## config.mk

```make
export PLATFORM = sky130hd
export DESIGN_NAME = ex_mem_pipe_reg
export DESIGN_NICKNAME = d
export VERILOG_FILES = /design/src/rtl/pipe_pkg.sv /design/src/rtl/pipe_skid_buf.sv /design/src/rtl/ex_mem_pipe_reg.sv
export SDC_FILE = /design/constraint.sdc
export NUM_CORES = 1
export LEC_CHECK = 0
export BUFFER_PORTS_ARGS = -buffer_cell sky130_fd_sc_hd__buf_2
export CAP_MARGIN = 20
export CORE_ASPECT_RATIO = 1.2
export CORE_UTILIZATION = 50
export DETAILED_ROUTE_END_ITERATION = 6
export PLACE_DENSITY = 0.77
export SLEW_MARGIN = 30
export SYNTH_ARGS = -nofsm -noshare
export SYNTH_HDL_FRONTEND = slang
export SYNTH_SLANG_ARGS = --single-unit
```

## constraint.sdc

```tcl
create_clock -name clk -period 6.6 [get_ports clk]
set_clock_uncertainty 0.15 [all_clocks]
set_input_delay 0.66 -clock clk [delete_from_list [all_inputs] [get_ports clk]]
set_output_delay 0.66 -clock clk [all_outputs]
set_load 0.05 [all_outputs]
```

## src/rtl/pipe_pkg.sv

```systemverilog
// Shared pipeline definitions: control-bundle bit map and default stage widths.
package pipe_pkg;
    localparam int PIPE_DATA_W = 32;
    localparam int PIPE_REG_AW = 5;
    localparam int PIPE_CTRL_W = 6;

    localparam int REGWRITE = 0;
    localparam int MEMTOREG = 1;
    localparam int MEMWRITE = 2;
    localparam int MEMREAD  = 3;
    localparam int BRANCH   = 4;
    localparam int JUMP     = 5;
endpackage

```

## src/rtl/pipe_skid_buf.sv

```systemverilog
// Generic 2-entry valid/ready skid register; 1-cycle latency, in_ready registered
// (no combinational path from out_ready), synchronous flush clears both entries.
module pipe_skid_buf #(
    parameter int W = 8
) (
    input  logic         clk,
    input  logic         rst,
    input  logic         flush,
    input  logic         in_valid,
    output logic         in_ready,
    input  logic [W-1:0] in_data,
    output logic         out_valid,
    input  logic         out_ready,
    output logic [W-1:0] out_data
);
    logic         m_valid, s_valid, s_valid_nxt;
    logic [W-1:0] m_data, s_data;
    logic         in_accept, m_free;

    assign in_accept = in_valid & in_ready;
    assign m_free    = ~m_valid | out_ready;
    assign out_valid = m_valid;
    assign out_data  = m_data;

    // Skid fills only when M is stalled; it empties whenever M can take it.
    always_comb begin
        s_valid_nxt = s_valid;
        if (flush)
            s_valid_nxt = 1'b0;
        else if (m_free)
            s_valid_nxt = s_valid & in_accept;
        else if (in_accept)
            s_valid_nxt = 1'b1;
    end

    always_ff @(posedge clk or posedge rst) begin
        if (rst) begin
            m_valid  <= 1'b0;
            s_valid  <= 1'b0;
            m_data   <= '0;
            s_data   <= '0;
            in_ready <= 1'b1;
        end else begin
            s_valid  <= s_valid_nxt;
            in_ready <= ~s_valid_nxt;
            if (flush) begin
                // Zeroing the whole entry guarantees the control field is clear too.
                m_valid <= 1'b0;
                m_data  <= '0;
                s_data  <= '0;
            end else if (m_free) begin
                if (s_valid) begin
                    m_valid <= 1'b1;
                    m_data  <= s_data;
                    if (in_accept)
                        s_data <= in_data;
                end else begin
                    m_valid <= in_accept;
                    if (in_accept)
                        m_data <= in_data;
                end
            end else if (in_accept) begin
                s_data <= in_data;
            end
        end
    end
endmodule

```

## src/rtl/ex_mem_pipe_reg.sv

```systemverilog
// EX/MEM pipeline register: skid-buffered payload plus forwarding tap; 1-cycle latency,
// in_ready registered, ctrl forced to zero on bubbles so no write strobe leaks.
module ex_mem_pipe_reg
    import pipe_pkg::*;
#(
    parameter int DATA_W = PIPE_DATA_W,
    parameter int REG_AW = PIPE_REG_AW,
    parameter int CTRL_W = PIPE_CTRL_W
) (
    input  logic              clk,
    input  logic              rst,
    input  logic              flush,
    input  logic              in_valid,
    output logic              in_ready,
    input  logic [DATA_W-1:0] alu_in,
    input  logic              zero_in,
    input  logic [DATA_W-1:0] addr_in,
    input  logic [DATA_W-1:0] rdata2_in,
    input  logic [REG_AW-1:0] dst_in,
    input  logic [CTRL_W-1:0] ctrl_in,
    output logic              out_valid,
    input  logic              out_ready,
    output logic [DATA_W-1:0] alu_out,
    output logic              zero_out,
    output logic [DATA_W-1:0] addr_out,
    output logic [DATA_W-1:0] rdata2_out,
    output logic [REG_AW-1:0] dst_out,
    output logic [CTRL_W-1:0] ctrl_out,
    output logic              fwd_en,
    output logic [REG_AW-1:0] fwd_dst,
    output logic [DATA_W-1:0] fwd_data
);
    localparam int PW = CTRL_W + REG_AW + 3 * DATA_W + 1;

    logic [PW-1:0]     in_dat, out_dat;
    logic [CTRL_W-1:0] ctrl_held;

    assign in_dat = {ctrl_in, dst_in, rdata2_in, addr_in, zero_in, alu_in};

    pipe_skid_buf #(.W(PW)) u_skid (
        .clk       (clk),
        .rst       (rst),
        .flush     (flush),
        .in_valid  (in_valid),
        .in_ready  (in_ready),
        .in_data   (in_dat),
        .out_valid (out_valid),
        .out_ready (out_ready),
        .out_data  (out_dat)
    );

    assign {ctrl_held, dst_out, rdata2_out, addr_out, zero_out, alu_out} = out_dat;

    // A drained entry leaves stale ctrl in M; gate it so bubbles carry no strobes.
    assign ctrl_out = out_valid ? ctrl_held : '0;

    assign fwd_en   = out_valid & ctrl_out[REGWRITE] & (dst_out != '0);
    assign fwd_dst  = dst_out;
    assign fwd_data = alu_out;
endmodule

```

==> impl_metrics.json <==
{
  "cts_resized": 0,
  "ir_worst_vdd_mv": 0.192,
  "gp_congestion": 0.734,
  "switching_share": 0.320,
  "setup_tns_ns": 0,
  "synth_nets": 1234,
  "cts_tree": "done",
  "period_minus_slack_ns": 2.78,
  "worstMarginPinSlew_ns": 0.984,
  "core_um2": 23400,
  "die_width_um": 144,
  "status": "complete, no violations",
  "firstDrtPassIters": 6,
  "critPathCaptureType": "register",
  "syn-instance-count": 1121,
  "syn_area_um2": 12100,
  "dp_hpwl_mm": 15.8,
  "p_comb_frac": 0.212,
  "ys_seq_elements": 219,
  "htreeDepth": 1,
  "dpl_worst_slack_ns": 3.67,
  "cap_violations": 0,
  "power_density_nw_per_um2": 270,
  "post-route-period-util": 0.421,
  "fin_hold_ws_ns": 0.162,
  "clk_pin_slew_ns": 0.06,
  "setup_viol": 0,
  "crit_arrival_ns": 3.05,
  "maxSlewViolCount": 0,
  "clk-insertion-delay-late_ns": 0.51,
  "areaGrowthSynthToFinish_pct": 9.17,
  "crit_fanout": 52,
  "switchingPower_mw": 1.14,
  "grt_max_degree": 136,
  "die_h_um": 172,
  "hold_viol": 0,
  "slew_headroom": 0.344,
  "cts_setup_buffers": 0,
  "drive_gt1_frac": 0.267,
  "placed_cell_area_um2": 12400,
  "fin_ws_ns": 3.82,
  "grt_util_all_layers": 0.211,
  "design_area_um2": 13200,
  "gr-total-overflow": 0,
  "drcViolationCount": 0,
  "ys_warn_count": 0,
  "syn-mean-instance-area_um2": 10.8,
  "leakage_nw": 5.81,
  "first_global_vias": 8072,
  "nNetsFinal": 1301,
  "ys_types": 22,
  "vias": 8159,
  "cts_buffers": 24,
  "via_per_inst": 5.36,
  "worstSetupPathType": "reg2reg",
  "start_kind": "register",
  "cts_root_buffer": "clkbuf_16",
  "ctsHoldBuffers": 0,
  "grt_setup_unrepaired": "false",
  "cp_cell_sequence": "inv_2 -> a21oi_4 -> buf_4 -> mux2i_1",
  "cts.sinks": 219,
  "p_int_mw": 2.42,
  "post_drt_wl_per_cell_um": 17.2,
  "cpMaxStageDelayCell": "dfrtp_4",
  "grt_pass1_wl_mm": 41.8,
  "antenna_found_initial": 1,
  "max_stage_delay_ns": 1.03,
  "dieArea_um2": 24700,
  "clk_path_buf_depth": 3,
  "max_freq_mhz": 360,
  "seqPwrFrac": 0.418,
  "ys_seq_area_frac": 0.455,
  "min_path_type": "in2async",
  "rows": 61,
  "layout_commonest_cell": "buf_2",
  "pin_count": 261,
  "antenna_left": 0,
  "crit_required_ns": 6.87,
  "final_cell_mix": "259 x buf_2, 217 x dfrtp_1, 216 x nand2b_1, 216 x mux2i_1, 109 x a21oi_1",
  "port_buffers": 260,
  "drt_iter0_drc": 459,
  "drt_wl_total_mm": 26.1,
  "start_util": 0.515,
  "clkPwrFrac": 0.371
}
==> area by class of cell <==
| cell class | instances | area, µm² |
|---|---|---|
| clock inverters | 5 | 52.6 |
| clock buffers | 38 | 714 |
| flip-flops and latches | 219 | 5490 |
| multi-input cells | 667 | 5050 |
| diodes | 1 | 2.50 |
| repair buffers | 274 | 1450 |
| inverters | 2 | 11.3 |
| well taps | 315 | 394 |
| fillers | 2023 | 10300 |
==> power by group through the flow <==
stage | clock (mW) | sequential [mW] | combinational (mW)
floorplan | 0 | 1.49 | 0.691
global placement | 0 | 1.51 | 0.746
detailed placement | 0 | 1.51 | 0.759
CTS | 1.35 | 1.49 | 0.761
global route | 1.39 | 1.50 | 0.808
finish | 1.32 | 1.49 | 0.754
==> stage by stage <==
| step | cells | total power [mW] | util |
|---|---|---|---|
| 6_report | 1521 | 3.56 | 0.562 |
| 5_1_grt | 1520 | 3.69 | 0.562 |
| 4_1_cts | 1520 | 3.59 | 0.561 |
| 3_5_place_dp | 1477 | 2.27 | 0.528 |
| 3_3_place_gp | 1475 | 2.25 | 0.527 |
| 2_1_floorplan | 1121 | 2.18 | - |
==> state kept, by name (all words and copies together), names as in the netlist <==
name              cells
u_skid.out_data     108
u_skid.s_data       108
u_skid.in_ready       1
u_skid.out_valid      1
u_skid.s_valid        1
==> path summary, 6_finish.rpt <==
path / slack, ns / cells after the start / to / start
max: 3.82 / 4 / u_skid.s_data[51] / u_skid.s_valid
min: 0.16 / 2 / u_skid.out_data[64] / rst
max reg2reg: 3.82 / 4 / u_skid.s_data[51] / u_skid.s_valid
min reg2reg: 0.39 / 2 / u_skid.s_data[67] / u_skid.s_data[67]
max in group asynchronous: 4.98 / 3 / u_skid.s_data[25] / rst
min in group clk: 0.25 / 3 / u_skid.s_data[74] / rdata2_in[9]
==> per-layer routing <==
layer	part of all wire	up-vias	GRT usage
li1	-	3871	-
met1	0.45	4063	0.280
met2	0.49	196	0.359
met3	0.047	29	0.0346
met4	0.015	0	0.0495
met5	0	-	0
==> worst max-delay path, delay by kind of cell (launching register included) <==
| family | cells | cell delay [ns] |
|---|---|---|
| compound gates | 1 | 0.19 |
| mux | 1 | 0.29 |
| buf+inv | 2 | 0.91 |
| flops | 1 | 1.03 |
==> synthesized netlist by cell type <==
cell type  count  area share
a21oi_1      110       0.046
and2b_1        1     0.00062
buf_6          3      0.0028
o21a_1         1     0.00062
a211oi_1     102       0.064
a21oi_2        1     0.00073
and2_1         6      0.0031
inv_2          1     0.00031
a211oi_2       6      0.0062
or4_1          1     0.00062
buf_8          2      0.0025
a31oi_1        1     0.00052
mux2i_1      216        0.18
buf_2         25       0.010
nand2b_1     217        0.11
dfstp_2        1      0.0022
buf_4        160        0.10
inv_1          1     0.00031
nand2_1        2     0.00062
clkbuf_1      43       0.013
dfrtp_1      218        0.45
a21o_1         3      0.0019
==> cell families after synthesis <==
logic type	synth area share
compound gates	0.119
buf+inv	0.129
flops	0.455
mux	0.179
simple gates	0.118
Note: power is estimated with default switching activity, not from simulation.
